### src/rtl/ysyx_25040129_bus_arbiter_if.sv
// AXI-style bus bundle (AR/R/AW/W/B) shared by the IFU, LSU and memory-side ports.
// The master modport issues requests; the slave modport answers them.
interface ysyx_25040129_bus_arbiter_if #(
    parameter int ADDR_W = 32,
    parameter int DATA_W = 32
);
    logic [ADDR_W-1:0]   araddr;
    logic [7:0]          arlen;
    logic [2:0]          arsize;
    logic [1:0]          arburst;
    logic                arvalid;
    logic                arready;
    logic [DATA_W-1:0]   rdata;
    logic [1:0]          rresp;
    logic                rvalid;
    logic                rlast;
    logic                rready;
    logic [ADDR_W-1:0]   awaddr;
    logic                awvalid;
    logic                awready;
    logic [DATA_W-1:0]   wdata;
    logic [DATA_W/8-1:0] wstrb;
    logic                wvalid;
    logic                wready;
    logic [1:0]          bresp;
    logic                bvalid;
    logic                bready;

    modport master (
        output araddr, arlen, arsize, arburst, arvalid, rready,
               awaddr, awvalid, wdata, wstrb, wvalid, bready,
        input  arready, rdata, rresp, rvalid, rlast, awready, wready, bresp, bvalid
    );

    modport slave (
        input  araddr, arlen, arsize, arburst, arvalid, rready,
               awaddr, awvalid, wdata, wstrb, wvalid, bready,
        output arready, rdata, rresp, rvalid, rlast, awready, wready, bresp, bvalid
    );
endinterface

### src/rtl/ysyx_25040129_bus_arbiter.sv
// Round-robin arbiter sharing one AXI-style memory port between the IFU (burst reads)
// and the LSU (single-beat reads/writes); one transaction in flight at a time.
module ysyx_25040129_bus_arbiter #(
    parameter int ADDR_W = 32,
    parameter int DATA_W = 32
) (
    input  logic                              clk,
    input  logic                              rst,
    ysyx_25040129_bus_arbiter_if.slave        ifu,
    ysyx_25040129_bus_arbiter_if.slave        lsu,
    ysyx_25040129_bus_arbiter_if.master       out,
    output logic                              arb_err
);

    typedef enum logic [2:0] {
        IDLE   = 3'd0,
        IFU_AR = 3'd1,
        IFU_R  = 3'd2,
        LSU_AR = 3'd3,
        LSU_R  = 3'd4,
        LSU_WR = 3'd5,
        LSU_B  = 3'd6
    } state_e;

    typedef enum logic {
        GNT_IFU = 1'b0,
        GNT_LSU = 1'b1
    } grant_e;

    state_e      state_q,      state_d;
    grant_e      last_grant_q, last_grant_d;
    logic        aw_done_q,    aw_done_d;
    logic        w_done_q,     w_done_d;
    logic [7:0]  beat_cnt_q,   beat_cnt_d;
    logic        arb_err_q,    arb_err_d;

    logic        ifu_req_s;
    logic        lsu_wr_req_s;
    logic        lsu_req_s;
    logic        aw_next_s;
    logic        w_next_s;
    logic        unused_s;

    assign ifu_req_s    = ifu.arvalid;
    assign lsu_wr_req_s = lsu.awvalid && lsu.wvalid;
    assign lsu_req_s    = lsu_wr_req_s || lsu.arvalid;
    assign arb_err      = arb_err_q;

    // Master-side fields this arbiter never consumes (IFU has no write path).
    assign unused_s = ^{ifu.arsize, ifu.arburst, ifu.awaddr, ifu.awvalid, ifu.wdata,
                        ifu.wstrb, ifu.wvalid, ifu.bready, lsu.arlen, lsu.arburst};

    // Next-state, grant history, write-progress flags and beat accounting.
    always_comb begin
        state_d      = state_q;
        last_grant_d = last_grant_q;
        aw_done_d    = aw_done_q;
        w_done_d     = w_done_q;
        beat_cnt_d   = beat_cnt_q;
        arb_err_d    = arb_err_q;
        aw_next_s    = aw_done_q || (out.awvalid && out.awready);
        w_next_s     = w_done_q  || (out.wvalid  && out.wready);
        case (state_q)
            IDLE: begin
                // On contention the master that was not served last wins.
                if (ifu_req_s && (!lsu_req_s || (last_grant_q == GNT_LSU))) begin
                    state_d      = IFU_AR;
                    last_grant_d = GNT_IFU;
                end else if (lsu_wr_req_s) begin
                    state_d      = LSU_WR;
                    last_grant_d = GNT_LSU;
                end else if (lsu.arvalid) begin
                    state_d      = LSU_AR;
                    last_grant_d = GNT_LSU;
                end else begin
                    state_d      = IDLE;
                end
            end
            IFU_AR: begin
                if (out.arready) begin
                    beat_cnt_d = ifu.arlen;
                    state_d    = IFU_R;
                end else begin
                    state_d    = IFU_AR;
                end
            end
            LSU_AR: begin
                if (out.arready) begin
                    beat_cnt_d = 8'd0;
                    state_d    = LSU_R;
                end else begin
                    state_d    = LSU_AR;
                end
            end
            IFU_R, LSU_R: begin
                if (out.rvalid && out.rready) begin
                    if (out.rlast) begin
                        state_d = IDLE;
                        if (beat_cnt_q != 8'd0) begin
                            arb_err_d = 1'b1;
                        end else begin
                            arb_err_d = arb_err_q;
                        end
                    end else if (beat_cnt_q == 8'd0) begin
                        arb_err_d = 1'b1;
                    end else begin
                        beat_cnt_d = beat_cnt_q - 8'd1;
                    end
                end else begin
                    state_d = state_q;
                end
            end
            LSU_WR: begin
                if (aw_next_s && w_next_s) begin
                    aw_done_d = 1'b0;
                    w_done_d  = 1'b0;
                    state_d   = LSU_B;
                end else begin
                    aw_done_d = aw_next_s;
                    w_done_d  = w_next_s;
                end
            end
            LSU_B: begin
                if (out.bvalid && out.bready) begin
                    state_d = IDLE;
                end else begin
                    state_d = LSU_B;
                end
            end
            default: begin
                state_d = IDLE;
            end
        endcase
    end

    // State registers; reset forces IDLE so every gated valid/ready drops at once.
    always_ff @(posedge clk or negedge rst) begin
        if (!rst) begin
            state_q      <= IDLE;
            last_grant_q <= GNT_LSU;
            aw_done_q    <= 1'b0;
            w_done_q     <= 1'b0;
            beat_cnt_q   <= 8'd0;
            arb_err_q    <= 1'b0;
        end else begin
            state_q      <= state_d;
            last_grant_q <= last_grant_d;
            aw_done_q    <= aw_done_d;
            w_done_q     <= w_done_d;
            beat_cnt_q   <= beat_cnt_d;
            arb_err_q    <= arb_err_d;
        end
    end

    // Channel routing: data fans out freely, handshakes are gated by the registered state.
    always_comb begin
        out.araddr  = {ADDR_W{1'b0}};
        out.arlen   = 8'd0;
        out.arsize  = 3'b000;
        out.arburst = 2'b00;
        out.arvalid = 1'b0;
        out.rready  = 1'b0;
        out.awaddr  = lsu.awaddr;
        out.awvalid = 1'b0;
        out.wdata   = lsu.wdata;
        out.wstrb   = lsu.wstrb;
        out.wvalid  = 1'b0;
        out.bready  = 1'b0;

        ifu.arready = 1'b0;
        ifu.rdata   = out.rdata;
        ifu.rresp   = out.rresp;
        ifu.rvalid  = 1'b0;
        ifu.rlast   = 1'b0;
        ifu.awready = 1'b0;
        ifu.wready  = 1'b0;
        ifu.bresp   = 2'b00;
        ifu.bvalid  = 1'b0;

        lsu.arready = 1'b0;
        lsu.rdata   = out.rdata;
        lsu.rresp   = out.rresp;
        lsu.rvalid  = 1'b0;
        lsu.rlast   = 1'b0;
        lsu.awready = 1'b0;
        lsu.wready  = 1'b0;
        lsu.bresp   = out.bresp;
        lsu.bvalid  = 1'b0;

        case (state_q)
            IFU_AR: begin
                out.araddr  = ifu.araddr;
                out.arlen   = ifu.arlen;
                out.arsize  = 3'b010;
                out.arburst = 2'b01;
                out.arvalid = 1'b1;
                ifu.arready = out.arready;
            end
            LSU_AR: begin
                out.araddr  = lsu.araddr;
                out.arlen   = 8'd0;
                out.arsize  = lsu.arsize;
                out.arburst = 2'b01;
                out.arvalid = 1'b1;
                lsu.arready = out.arready;
            end
            IFU_R: begin
                out.rready  = ifu.rready;
                ifu.rvalid  = out.rvalid;
                ifu.rlast   = out.rlast;
            end
            LSU_R: begin
                out.rready  = lsu.rready;
                lsu.rvalid  = out.rvalid;
            end
            LSU_WR: begin
                out.awvalid = !aw_done_q;
                out.wvalid  = !w_done_q;
                lsu.awready = out.awready && !aw_done_q;
                lsu.wready  = out.wready  && !w_done_q;
            end
            LSU_B: begin
                out.bready  = lsu.bready;
                lsu.bvalid  = out.bvalid;
            end
            default: begin
                out.arvalid = 1'b0;
            end
        endcase
    end

endmodule

### src/flat_wrapper.sv
// flat-port wrapper written by rule: the top's interface ports become plain ports
module ysyx_25040129_bus_arbiter_flat 
#(
    parameter int ADDR_W = 32,
    parameter int DATA_W = 32
)
  (clk, rst, arb_err, ifu_araddr, ifu_arlen, ifu_arsize, ifu_arburst, ifu_arvalid, ifu_rready, ifu_awaddr, ifu_awvalid, ifu_wdata, ifu_wstrb, ifu_wvalid, ifu_bready, ifu_arready, ifu_rdata, ifu_rresp, ifu_rvalid, ifu_rlast, ifu_awready, ifu_wready, ifu_bresp, ifu_bvalid, lsu_araddr, lsu_arlen, lsu_arsize, lsu_arburst, lsu_arvalid, lsu_rready, lsu_awaddr, lsu_awvalid, lsu_wdata, lsu_wstrb, lsu_wvalid, lsu_bready, lsu_arready, lsu_rdata, lsu_rresp, lsu_rvalid, lsu_rlast, lsu_awready, lsu_wready, lsu_bresp, lsu_bvalid, out_araddr, out_arlen, out_arsize, out_arburst, out_arvalid, out_rready, out_awaddr, out_awvalid, out_wdata, out_wstrb, out_wvalid, out_bready, out_arready, out_rdata, out_rresp, out_rvalid, out_rlast, out_awready, out_wready, out_bresp, out_bvalid);
  ysyx_25040129_bus_arbiter_if #(.ADDR_W(ADDR_W), .DATA_W(DATA_W)) ifu_i ();
  ysyx_25040129_bus_arbiter_if #(.ADDR_W(ADDR_W), .DATA_W(DATA_W)) lsu_i ();
  ysyx_25040129_bus_arbiter_if #(.ADDR_W(ADDR_W), .DATA_W(DATA_W)) out_i ();
  input  logic clk;
  input  logic rst;
  output logic arb_err;
  input wire logic [$bits(ifu_i.araddr)-1:0] ifu_araddr;
  input wire logic [$bits(ifu_i.arlen)-1:0] ifu_arlen;
  input wire logic [$bits(ifu_i.arsize)-1:0] ifu_arsize;
  input wire logic [$bits(ifu_i.arburst)-1:0] ifu_arburst;
  input wire logic [$bits(ifu_i.arvalid)-1:0] ifu_arvalid;
  input wire logic [$bits(ifu_i.rready)-1:0] ifu_rready;
  input wire logic [$bits(ifu_i.awaddr)-1:0] ifu_awaddr;
  input wire logic [$bits(ifu_i.awvalid)-1:0] ifu_awvalid;
  input wire logic [$bits(ifu_i.wdata)-1:0] ifu_wdata;
  input wire logic [$bits(ifu_i.wstrb)-1:0] ifu_wstrb;
  input wire logic [$bits(ifu_i.wvalid)-1:0] ifu_wvalid;
  input wire logic [$bits(ifu_i.bready)-1:0] ifu_bready;
  output wire logic [$bits(ifu_i.arready)-1:0] ifu_arready;
  output wire logic [$bits(ifu_i.rdata)-1:0] ifu_rdata;
  output wire logic [$bits(ifu_i.rresp)-1:0] ifu_rresp;
  output wire logic [$bits(ifu_i.rvalid)-1:0] ifu_rvalid;
  output wire logic [$bits(ifu_i.rlast)-1:0] ifu_rlast;
  output wire logic [$bits(ifu_i.awready)-1:0] ifu_awready;
  output wire logic [$bits(ifu_i.wready)-1:0] ifu_wready;
  output wire logic [$bits(ifu_i.bresp)-1:0] ifu_bresp;
  output wire logic [$bits(ifu_i.bvalid)-1:0] ifu_bvalid;
  input wire logic [$bits(lsu_i.araddr)-1:0] lsu_araddr;
  input wire logic [$bits(lsu_i.arlen)-1:0] lsu_arlen;
  input wire logic [$bits(lsu_i.arsize)-1:0] lsu_arsize;
  input wire logic [$bits(lsu_i.arburst)-1:0] lsu_arburst;
  input wire logic [$bits(lsu_i.arvalid)-1:0] lsu_arvalid;
  input wire logic [$bits(lsu_i.rready)-1:0] lsu_rready;
  input wire logic [$bits(lsu_i.awaddr)-1:0] lsu_awaddr;
  input wire logic [$bits(lsu_i.awvalid)-1:0] lsu_awvalid;
  input wire logic [$bits(lsu_i.wdata)-1:0] lsu_wdata;
  input wire logic [$bits(lsu_i.wstrb)-1:0] lsu_wstrb;
  input wire logic [$bits(lsu_i.wvalid)-1:0] lsu_wvalid;
  input wire logic [$bits(lsu_i.bready)-1:0] lsu_bready;
  output wire logic [$bits(lsu_i.arready)-1:0] lsu_arready;
  output wire logic [$bits(lsu_i.rdata)-1:0] lsu_rdata;
  output wire logic [$bits(lsu_i.rresp)-1:0] lsu_rresp;
  output wire logic [$bits(lsu_i.rvalid)-1:0] lsu_rvalid;
  output wire logic [$bits(lsu_i.rlast)-1:0] lsu_rlast;
  output wire logic [$bits(lsu_i.awready)-1:0] lsu_awready;
  output wire logic [$bits(lsu_i.wready)-1:0] lsu_wready;
  output wire logic [$bits(lsu_i.bresp)-1:0] lsu_bresp;
  output wire logic [$bits(lsu_i.bvalid)-1:0] lsu_bvalid;
  output wire logic [$bits(out_i.araddr)-1:0] out_araddr;
  output wire logic [$bits(out_i.arlen)-1:0] out_arlen;
  output wire logic [$bits(out_i.arsize)-1:0] out_arsize;
  output wire logic [$bits(out_i.arburst)-1:0] out_arburst;
  output wire logic [$bits(out_i.arvalid)-1:0] out_arvalid;
  output wire logic [$bits(out_i.rready)-1:0] out_rready;
  output wire logic [$bits(out_i.awaddr)-1:0] out_awaddr;
  output wire logic [$bits(out_i.awvalid)-1:0] out_awvalid;
  output wire logic [$bits(out_i.wdata)-1:0] out_wdata;
  output wire logic [$bits(out_i.wstrb)-1:0] out_wstrb;
  output wire logic [$bits(out_i.wvalid)-1:0] out_wvalid;
  output wire logic [$bits(out_i.bready)-1:0] out_bready;
  input wire logic [$bits(out_i.arready)-1:0] out_arready;
  input wire logic [$bits(out_i.rdata)-1:0] out_rdata;
  input wire logic [$bits(out_i.rresp)-1:0] out_rresp;
  input wire logic [$bits(out_i.rvalid)-1:0] out_rvalid;
  input wire logic [$bits(out_i.rlast)-1:0] out_rlast;
  input wire logic [$bits(out_i.awready)-1:0] out_awready;
  input wire logic [$bits(out_i.wready)-1:0] out_wready;
  input wire logic [$bits(out_i.bresp)-1:0] out_bresp;
  input wire logic [$bits(out_i.bvalid)-1:0] out_bvalid;
  assign ifu_i.araddr = ifu_araddr;
  assign ifu_i.arlen = ifu_arlen;
  assign ifu_i.arsize = ifu_arsize;
  assign ifu_i.arburst = ifu_arburst;
  assign ifu_i.arvalid = ifu_arvalid;
  assign ifu_i.rready = ifu_rready;
  assign ifu_i.awaddr = ifu_awaddr;
  assign ifu_i.awvalid = ifu_awvalid;
  assign ifu_i.wdata = ifu_wdata;
  assign ifu_i.wstrb = ifu_wstrb;
  assign ifu_i.wvalid = ifu_wvalid;
  assign ifu_i.bready = ifu_bready;
  assign ifu_arready = ifu_i.arready;
  assign ifu_rdata = ifu_i.rdata;
  assign ifu_rresp = ifu_i.rresp;
  assign ifu_rvalid = ifu_i.rvalid;
  assign ifu_rlast = ifu_i.rlast;
  assign ifu_awready = ifu_i.awready;
  assign ifu_wready = ifu_i.wready;
  assign ifu_bresp = ifu_i.bresp;
  assign ifu_bvalid = ifu_i.bvalid;
  assign lsu_i.araddr = lsu_araddr;
  assign lsu_i.arlen = lsu_arlen;
  assign lsu_i.arsize = lsu_arsize;
  assign lsu_i.arburst = lsu_arburst;
  assign lsu_i.arvalid = lsu_arvalid;
  assign lsu_i.rready = lsu_rready;
  assign lsu_i.awaddr = lsu_awaddr;
  assign lsu_i.awvalid = lsu_awvalid;
  assign lsu_i.wdata = lsu_wdata;
  assign lsu_i.wstrb = lsu_wstrb;
  assign lsu_i.wvalid = lsu_wvalid;
  assign lsu_i.bready = lsu_bready;
  assign lsu_arready = lsu_i.arready;
  assign lsu_rdata = lsu_i.rdata;
  assign lsu_rresp = lsu_i.rresp;
  assign lsu_rvalid = lsu_i.rvalid;
  assign lsu_rlast = lsu_i.rlast;
  assign lsu_awready = lsu_i.awready;
  assign lsu_wready = lsu_i.wready;
  assign lsu_bresp = lsu_i.bresp;
  assign lsu_bvalid = lsu_i.bvalid;
  assign out_araddr = out_i.araddr;
  assign out_arlen = out_i.arlen;
  assign out_arsize = out_i.arsize;
  assign out_arburst = out_i.arburst;
  assign out_arvalid = out_i.arvalid;
  assign out_rready = out_i.rready;
  assign out_awaddr = out_i.awaddr;
  assign out_awvalid = out_i.awvalid;
  assign out_wdata = out_i.wdata;
  assign out_wstrb = out_i.wstrb;
  assign out_wvalid = out_i.wvalid;
  assign out_bready = out_i.bready;
  assign out_i.arready = out_arready;
  assign out_i.rdata = out_rdata;
  assign out_i.rresp = out_rresp;
  assign out_i.rvalid = out_rvalid;
  assign out_i.rlast = out_rlast;
  assign out_i.awready = out_awready;
  assign out_i.wready = out_wready;
  assign out_i.bresp = out_bresp;
  assign out_i.bvalid = out_bvalid;
  ysyx_25040129_bus_arbiter #(.ADDR_W(ADDR_W), .DATA_W(DATA_W)) u_core (.clk(clk), .rst(rst), .ifu(ifu_i), .lsu(lsu_i), .out(out_i), .arb_err(arb_err));
endmodule
### config.mk
export PLATFORM = sky130hd
export DESIGN_NAME = ysyx_25040129_bus_arbiter_flat
export DESIGN_NICKNAME = d
export VERILOG_FILES = /design/src/rtl/ysyx_25040129_bus_arbiter_if.sv /design/src/rtl/ysyx_25040129_bus_arbiter.sv /design/src/flat_wrapper.sv
export SDC_FILE = /design/constraint.sdc
export NUM_CORES = 1
export LEC_CHECK = 0
export ABC_CLOCK_PERIOD_IN_PS = 3500
export CAP_MARGIN = 20
export CELL_PAD_IN_SITES_DETAIL_PLACEMENT = 1
export CELL_PAD_IN_SITES_GLOBAL_PLACEMENT = 1
export CORE_AREA = 2 2 190 192
export CTS_BUF_LIST = sky130_fd_sc_hd__clkbuf_16
export DETAILED_ROUTE_END_ITERATION = 6
export DIE_AREA = 0 0 192 194
export PLACE_DENSITY_LB_ADDON = 0.1
export SLEW_MARGIN = 20
export SYNTH_ARGS = -nofsm -noshare
export SYNTH_HDL_FRONTEND = slang
export SYNTH_SLANG_ARGS = --single-unit
### constraint.sdc
create_clock -name clk -period 3.5 [get_ports clk]
set_input_delay 0.7 -clock clk [delete_from_list [all_inputs] [get_ports clk]]
set_output_delay 0.7 -clock clk [all_outputs]
set_load 0.05 [all_outputs]
==> results of run 1 <==
==> where the power goes <==
group | leakage (nW) | total (W) | switching (W) | internal, W
Sequential | 0.173 | 0.000408 | 0.000145 | 0.000263
Combinational | 1.19 | 0.00210 | 0.00133 | 0.000761
Clock | 0.0409 | 0.000239 | 0.0000861 | 0.000153
Total | 1.41 | 0.00274 | 0.00157 | 0.00118
==> through the flow <==
stage               instance area [µm²]  worst slack (ns)
floorplan                          2830             0.611
global placement                   3700             0.566
detailed placement                 3700             0.574
CTS                                3780             0.407
global route                       3780             0.324
finish                             3780             0.464
==> worst paths after layout <==
path	from	end	slack, ns	cells past startpoint
worst min register to register	u_core.arb_err$_DFFE_PN0P_	u_core.arb_err$_DFFE_PN0P_	0.49	1
worst min-delay path	u_core.arb_err$_DFFE_PN0P_	u_core.arb_err$_DFFE_PN0P_	0.49	1
min in group asynchronous	rst	u_core.state_q[0]$_DFFE_PN0P_	0.95	1
max in group asynchronous	rst	u_core.state_q[1]$_DFFE_PN0P_	1.95	1
worst max register to register	u_core.state_q[2]$_DFFE_PN0P_	u_core.beat_cnt_q[0]$_DFFE_PN0P_	1.30	6
worst max-delay path	u_core.state_q[0]$_DFFE_PN0P_	lsu_awready	0.46	5
==> final cells by class <==
cell class,instances,area [µm²]
tap,461,577
inverter,6,22.5
multi-input combinational,194,1240
clock buffer,3,75.1
fill,4194,31400
timing repair buffer,151,1480
clock inverter,1,5.00
sequential,15,378
==> kinds of logic after synthesis <==
group                      Yosys count  share of synthesized area (%)
xor gates and xnor gates             1                          0.313
other                                1                          0.134
adders and majority gates            2                          0.893
DFF                                 15                           13.4
buffers and inverters              166                           42.9
muxes                               32                           11.4
and+or+nand+nor                    101                           18.3
AOI/OAI and AO/OA                   51                           12.5
==> cell usage after synthesis (all sizes together) (2+ instances only) <==
master,n
clkbuf,6
inv,6
buf,154
a31oi,7
o22ai,2
a311oi,2
o21ai,6
nand3,2
and3,6
nor2,52
nand3b,2
and2,12
a21o,2
nand2,9
o22a,4
nor3,3
mux2i,32
a21oi,19
and3b,2
nand2b,6
nor3b,2
dfrtp,14
ha,2
nor2b,2
==> sequential cells by signal (all words and copies together) (netlist names) <==
signal	flops
u_core.arb_err	1
u_core.aw_done_q	1
u_core.beat_cnt_q	8
u_core.last_grant_q	1
u_core.state_q	3
u_core.w_done_q	1
==> critical path, stage by stage (launching register included) <==
cell and delay, ns:
dfrtp_1 0.56, nand2_1 0.11, or2_2 0.33, nor2_1 0.14
and2_1 0.14, clkdlybuf4s50_1 0.80
==> metal layers <==
metal / up-vias / GRT usage, %
met5: - / 0
met4: 0 / 1.87
met3: 27 / 1.90
met2: 115 / 10.6
met1: 1058 / 6.12
li1: 1073 / -
==> flow_summary.json, run 1 <==
{
  "status": "finished, final reports clean",
  "area_growth_pct": 35.0,
  "finalHoldViolations": 0,
  "final_common_cell": "clkdlybuf4s50_1",
  "num_vias": 2273,
  "routed_wl_um": 11000,
  "nets": 653,
  "setup_tns_ns": 0,
  "final_util_pct": 10.7,
  "antenna_found_initial": 0,
  "grt_start_max_net_pins": 38,
  "finalSetupViolCount": 0,
  "drc_errors": 0,
  "synth_top_area_cell": "buf_4",
  "dominantRegCellSynth": "dfrtp_1",
  "finalCritPeriodShare_pct": 86.7,
  "power.leakage_nw": 1.41,
  "synth_top_cell_area_share_pct": 39.1,
  "num_rows": 69,
  "synth_area_leaders": "buf_4 39%, dfrtp_1 13%, mux2i_1 11%",
  "die_h_um": 194,
  "ctsResizeCount": 0,
  "grt-ovfl-total": 0,
  "numCtsBuffers": 3,
  "skew_ns": 0.00568,
  "root_buffer": "clkbuf_16",
  "cts_setup_buffers": 0,
  "topRoutingLayerUsed": "met4",
  "synth_warnings": 0,
  "crit_arrival_ns": 2.34,
  "cts_tree": "done",
  "ios": 483,
  "grt_pass1_wl_um": 16200,
  "startpoint_type": "flip-flop",
  "core_um2": 35200,
  "wl_per_cell_um": 13.3,
  "cts_sinks": 15,
  "clockBufferDepth": 2,
  "insertion_delay_ns": 0.25,
  "ys_async_sr_fraction_pct": 100,
  "clkTransAtPathRegs_ns": 0.05,
  "drive_gt1_share_pct": 8.38,
  "slew_violations": 0,
  "start_util_pct": 7.96,
  "relSlewSlack_pct": 40.8,
  "powerDensity_nw_per_um2": 725,
  "drt_iter0_markers": 60,
  "required_ns": 2.80,
  "power.total_w": 0.00274,
  "die_w_um": 192,
  "dp.cells": 827,
  "grtUsageTotal_pct": 5.75,
  "hold_path.class": "reg -> reg",
  "met3_wirelength_um": 976,
  "route.met2.wl_um": 5690,
  "max_freq_mhz": 329,
  "critPathCaptureType": "primary output",
  "synth_edf_count": 0,
  "seq_area_frac_synth_pct": 13.4,
  "via_per_inst": 2.74,
  "syn_inst": 369,
  "ant_nets": 0,
  "finalHoldWorstSlack_ns": 0.491,
  "rsz0062_at_grt": "false",
  "finalCriticalPeriod_ns": 3.04,
  "die-area_um2": 37200,
  "worstSetupPathType": "reg -> out",
  "worst_pin_slew_ns": 0.885,
  "critPathMaxFanout": 7,
  "yosysUniqueCellTypes": 48,
  "dp.final_hpwl_um": 8860,
  "cap_violations": 0,
  "gp_congestion": 0.627,
  "drt-met1-wl_um": 4160,
  "h-tree-depth": 1,
  "io_buffer_count": 147,
  "layout_common_cells": "134 x clkdlybuf4s50_1, 52 x nor2_1, 32 x mux2i_1, 18 x a21oi_1, 16 x buf_4",
  "syn_area_um2": 2800,
  "ys_seq_elements": 15,
  "peakVddDrop_v": 0.000268,
  "fin_cells": 831,
  "drt-pass1-iter-count": 4,
  "cts_hold_buf": 0,
  "grt_pass1_vias": 2635,
  "diodes": 0,
  "synth_area_per_cell_um2": 7.60
}
Note: power is estimated with default switching activity, not from simulation.
==> run 2: changes to the inputs <==
--- a/config.mk
+++ b/config.mk
@@ -11,5 +11,5 @@
 export CELL_PAD_IN_SITES_GLOBAL_PLACEMENT = 1
 export CORE_AREA = 2 2 190 192
-export CTS_BUF_LIST = sky130_fd_sc_hd__clkbuf_16
+export CTS_BUF_LIST = sky130_fd_sc_hd__clkbuf_8
 export DETAILED_ROUTE_END_ITERATION = 6
 export DIE_AREA = 0 0 192 194
==> constraint.sdc (replaced) <==
create_clock -name clk -period 3.5 [get_ports clk]
set_input_delay 0.7 -clock clk [delete_from_list [all_inputs] [get_ports clk]]
set_output_delay 0.7 -clock clk [all_outputs]
set_load 0.02 [all_outputs]
==> run 2 against run 1 <==
Net effect: clock skew increased by 0.0078 ns; first-iteration DRC count increased by 55%; highest routed layer unchanged; worst hold slack better by 0.013 ns; critical path depth fell by 1; design area did not move; combinational power shrank 18%; flip-flop and latch count unchanged; clock power decreased by 36%; non-clock buffer count increased by 2.
==> flow_summary.json, run 2 (same netlist as run 1, synthesis figures left out) <==
{
  "status": "finished, final reports clean",
  "clkTransAtPathRegs_ns": 0.08,
  "diodes": 0,
  "io_buffer_count": 147,
  "cts_tree": "done",
  "ctsResizeCount": 0,
  "grt_pass1_wl_um": 15900,
  "crit_arrival_ns": 2.28,
  "pwr-share-seq_pct": 17.0,
  "largestRegisters": "u_core.beat_cnt_q x8, u_core.state_q x3",
  "layout_common_cells": "147 x clkdlybuf4s50_1, 52 x nor2_1, 32 x mux2i_1, 18 x a21oi_1, 13 x dfrtp_1",
  "switchingPower_w": 0.00115,
  "start_util_pct": 7.96,
  "critPathCaptureType": "primary output",
  "p_int_w": 0.00111,
  "pre_cts_slack_ns": 0.497,
  "largest_reg_flops": 8,
  "die_w_um": 192,
  "area_growth_pct": 35.0,
  "hold_path.class": "reg -> reg",
  "startpoint_type": "input pin",
  "insertion_delay_ns": 0.26,
  "die_h_um": 194,
  "numCtsBuffers": 3,
  "die-area_um2": 37200,
  "required_ns": 2.80,
  "cts_setup_buffers": 0,
  "drive_gt1_share_pct": 5.11,
  "relSlewSlack_pct": 41.9,
  "slew_violations": 0,
  "num_rows": 69,
  "power.leakage_nw": 1.37,
  "finalCritPeriodShare_pct": 85.2,
  "skew_ns": 0.0135,
  "grt_pass1_vias": 2607,
  "nets": 655,
  "p_comb_share_pct": 76.3,
  "h-tree-depth": 1,
  "grt_start_max_net_pins": 24,
  "critPathMaxFanout": 4,
  "powerDensity_nw_per_um2": 599,
  "wl_per_cell_um": 13.2,
  "worst_slack_ns": 0.518,
  "antenna_found_initial": 0,
  "finalHoldViolations": 0,
  "rsz0062_at_grt": "false",
  "cap_violations": 0,
  "drt_iter0_markers": 93,
  "worst_pin_slew_ns": 0.869,
  "drt-pass1-iter-count": 4,
  "num_vias": 2286,
  "power_frac_clock_pct": 6.8,
  "peakVddDrop_v": 0.000193,
  "setup_tns_ns": 0,
  "gp_congestion": 0.657,
  "max_freq_mhz": 335,
  "finalCriticalPeriod_ns": 2.98,
  "dp.final_hpwl_um": 9050,
  "cts_hold_buf": 0,
  "fill_cells": 4204,
  "cts_sinks": 15,
  "ant_nets": 0,
  "finalSetupViolCount": 0,
  "worstSetupPathType": "in -> out",
  "regMostFlops": "u_core.beat_cnt_q",
  "ios": 483,
  "drc_errors": 0,
  "via_per_inst": 2.74,
  "switching_share_pct": 50.9,
  "routed_wl_um": 11000,
  "final_common_cell": "clkdlybuf4s50_1",
  "core_um2": 35200,
  "grtUsageTotal_pct": 5.66,
  "grt-ovfl-total": 0,
  "clockBufferDepth": 2,
  "root_buffer": "clkbuf_8"
}
run 2: cell count changes in the layout (fill, tap and decap cells not counted):
| cell | change |
|---|---|
| clkbuf_16 | -3 |
| inv_1 | +1 |
| clkdlybuf4s50_1 | +13 |
| clkbuf_8 | +3 |
| clkinv_2 | -1 |
| buf_4 | -10 |
| buf_12 | -1 |
run 2: cell type report:
| type | instances | area [µm²] | area share, % |
|---|---|---|---|
| clock buffers | 3 | 41.3 | 1.09 |
| clock inverters | 1 | 3.75 | 0.0992 |
| inverters | 6 | 22.5 | 0.595 |
| multi-input cells | 194 | 1240 | 32.9 |
| flip-flops and latches | 15 | 378 | 9.99 |
| well taps | 461 | 577 | 15.2 |
| repair buffers | 153 | 1520 | 40.1 |
run 2: critical path, stage by stage:
cell and delay (ns):
clkdlybuf4s50_1 0.58, inv_1 0.14, nor3b_1 0.20, clkdlybuf4s50_1 0.67
run 2: path summary, 6_finish.rpt:
kind | startpoint | to | slack [ns] | cells after the start
setup / recovery | out_rlast | ifu_rlast | 0.52 | 4
hold / removal | u_core.arb_err$_DFFE_PN0P_ | u_core.arb_err$_DFFE_PN0P_ | 0.50 | 1
setup reg to reg | u_core.state_q[0]$_DFFE_PN0P_ | u_core.beat_cnt_q[0]$_DFFE_PN0P_ | 1.13 | 7
hold reg to reg | u_core.arb_err$_DFFE_PN0P_ | u_core.arb_err$_DFFE_PN0P_ | 0.50 | 1
max in group asynchronous | rst | u_core.state_q[1]$_DFFE_PN0P_ | 1.99 | 1
min in group asynchronous | rst | u_core.state_q[1]$_DFFE_PN0P_ | 0.93 | 1
run 2: metal layers:
layer  vias to the layer above  global-route usage [%]  wire length, µm
met4                         0                    1.78              198
li1                       1077                       -                -
met1                      1065                    6.27             4140
met2                       117                    10.1             5690
met5                         -                       0                0
met3                        27                    1.95              966
run 2: metrics by stage:
step | hold WS (ns) | area (µm²) | power [W] | utilization [%] | std cells
floorplan | 0.404 | 2830 | 0.00165 | - | 375
global placement | 0.500 | 3740 | 0.00218 | 10.6 | 829
detailed placement | 0.499 | 3740 | 0.00217 | 10.6 | 829
CTS | 0.513 | 3780 | 0.00234 | 10.7 | 833
global route | 0.539 | 3780 | 0.00247 | 10.7 | 833
finish | 0.504 | 3780 | 0.00227 | 10.7 | 833
run 2: power groups by stage:
stage / registers, W / logic (W) / clock network (W)
2_1_floorplan: 0.000346 / 0.00130 / 0
3_3_place_gp: 0.000390 / 0.00179 / 0
3_5_place_dp: 0.000387 / 0.00178 / 0
4_1_cts: 0.000386 / 0.00179 / 0.000166
5_1_grt: 0.000402 / 0.00190 / 0.000166
6_report: 0.000384 / 0.00173 / 0.000154
==> run 3: changes to the inputs <==
CELL_PAD_IN_SITES_DETAIL_PLACEMENT = 2   (was 1)
CELL_PAD_IN_SITES_GLOBAL_PLACEMENT = 2   (was 1)
CORE_AREA = 2 2 186 188   (was 2 2 190 192)
DIE_AREA = 0 0 188 190   (was 0 0 192 194)
==> run 3 against run 2 <==
Net effect: combinational power barely moved; global-route usage rose by 0.60 points; first-iteration DRC count fell by 66%; flip-flop and latch count did not move; design area fell by 0.30%; largest power group unchanged; utilization rose by 0.37 points; worst hold slack got worse by 0.0031 ns; setup slack got worse by 0.027 ns.
==> flow_summary.json, run 3 (same netlist as run 1, synthesis figures left out) <==
{
  "dp.cells": 822,
  "die_w_um": 188,
  "antenna_found_initial": 0,
  "ios": 483,
  "grt_pass1_vias": 2788,
  "powerDensity_nw_per_um2": 606,
  "r2r_start": "u_core.state_q[1]$_DFFE_PN0P_",
  "drt_iter0_markers": 32,
  "setup_tns_ns": 0,
  "startpoint_type": "input pin",
  "worstHoldEndpoint": "u_core.last_grant_q$_DFFE_PN1P_",
  "relSlewSlack_pct": 41.8,
  "drt-pass1-iter-count": 4,
  "critPathCaptureType": "primary output",
  "insertion_delay_ns": 0.27,
  "power.leakage_nw": 1.37,
  "timing.rr.end": "u_core.beat_cnt_q[4]$_DFFE_PN0P_",
  "cts_sinks": 15,
  "num_rows": 68,
  "worst_pin_slew_ns": 0.873,
  "largest_reg_flops": 8,
  "nets": 654,
  "cts_hold_buf": 0,
  "layout_common_cells": "147 x clkdlybuf4s50_1, 52 x nor2_1, 32 x mux2i_1, 18 x a21oi_1, 13 x dfrtp_1",
  "r2r_cells": 5,
  "largestRegisters": "u_core.beat_cnt_q x8, u_core.state_q x3",
  "core_um2": 33900,
  "finalHoldViolations": 0,
  "clkTransAtPathRegs_ns": 0.07,
  "min_path_cells": 2,
  "io_buffer_count": 147,
  "dp.final_hpwl_um": 9370,
  "required_ns": 2.80,
  "critPathMaxFanout": 4,
  "hold_path.class": "reg -> reg",
  "power.total_w": 0.00229,
  "grt-ovfl-total": 0,
  "max_freq_mhz": 332,
  "finalCriticalPeriod_ns": 3.01,
  "root_buffer": "clkbuf_8",
  "final_common_cell": "clkdlybuf4s50_1",
  "grt_start_max_net_pins": 34,
  "finalCritPeriodShare_pct": 86.0,
  "grt_pass1_wl_um": 17000,
  "numCtsBuffers": 3,
  "wl_per_cell_um": 14.0,
  "start_util_pct": 8.26,
  "grtUsageTotal_pct": 6.26,
  "area_growth_pct": 34.6,
  "finalSetupViolCount": 0,
  "h-tree-depth": 1,
  "fin_cells": 827,
  "drc_errors": 0,
  "num_vias": 2339,
  "crit_arrival_ns": 2.31,
  "post_dp_cell_area_um2": 3720,
  "drive_gt1_share_pct": 5.12,
  "routed_wl_um": 11600,
  "slew_violations": 0,
  "via_per_inst": 2.83,
  "ant_nets": 0,
  "reg2reg_slack_ns": 1.29,
  "clockBufferDepth": 2,
  "cts_setup_buffers": 0,
  "gp_congestion": 0.635,
  "final_util_pct": 11.1,
  "worstSetupPathType": "in -> out",
  "cts_tree": "done",
  "cap_violations": 0,
  "die-area_um2": 35700,
  "die_h_um": 190,
  "skew_ns": 0.00984,
  "rsz0062_at_grt": "false",
  "regMostFlops": "u_core.beat_cnt_q",
  "hp-start": "u_core.last_grant_q$_DFFE_PN1P_",
  "status": "finished, final reports clean",
  "peakVddDrop_v": 0.000133,
  "ctsResizeCount": 0,
  "design_area_um2": 3770
}
-- run 3: cell count changes in the layout (fill, tap and decap cells not counted), sizes merged --
cell	previous run	this run
inv	7	6
diode	0	1
buf	6	5
clkinv	0	1
-- run 3: worst max path at each step --
| stage | slack, ns | startpoint | cells after the start | to |
|---|---|---|---|---|
| after floorplan | 1.22 | u_core.state_q[0]$_DFFE_PN0P_ | 5 | lsu_awready |
| after global placement | 0.40 | out_rlast | 4 | ifu_rlast |
| after detailed placement | 0.42 | out_rlast | 4 | ifu_rlast |
| after CTS | 0.29 | u_core.state_q[1]$_DFFE_PN0P_ | 3 | ifu_arready |
| after global routing | 0.26 | u_core.state_q[1]$_DFFE_PN0P_ | 3 | ifu_arready |
| final | 0.49 | out_rlast | 4 | ifu_rlast |
-- run 3: power breakdown --
part | switching [W] | internal, W | total, W
sequential | 0.000119 | 0.000263 | 0.000382
clock | 0.0000792 | 0.0000795 | 0.000159
combinational | 0.000978 | 0.000768 | 0.00175
-- run 3: stage by stage --
| step | hold WS (ns) | worst slack (ns) |
|---|---|---|
| final | 0.501 | 0.491 |
| after global routing | 0.544 | 0.259 |
| after CTS | 0.512 | 0.294 |
| after detailed placement | 0.495 | 0.416 |
| after global placement | 0.501 | 0.400 |
| after floorplan | 0.404 | 1.22 |
-- run 3: area by class of cell --
class                   instances  area [µm²]
flip-flops and latches         15         378
inverters                       6        22.5
well taps                     455         569
diodes                          1        2.50
fillers                      3994       30200
repair buffers                152        1510
clock inverters                 1        5.00
multi-input cells             194        1240
clock buffers                   3        41.3
-- run 3: worst max-delay path, cell delays in order --
cell and delay [ns]:
clkdlybuf4s50_1 0.60, inv_1 0.15, nor3b_1 0.21, clkdlybuf4s50_1 0.65
-- run 3: per-layer routing --
layer / global-route usage (%) / routed length (µm) / vias to the layer above
met2: 11.3 / 5750 / 109
met4: 3.12 / 382 / 0
li1: - / - / 1074
met1: 6.55 / 4500 / 1126
met5: 0 / 0 / -
met3: 1.96 / 981 / 30
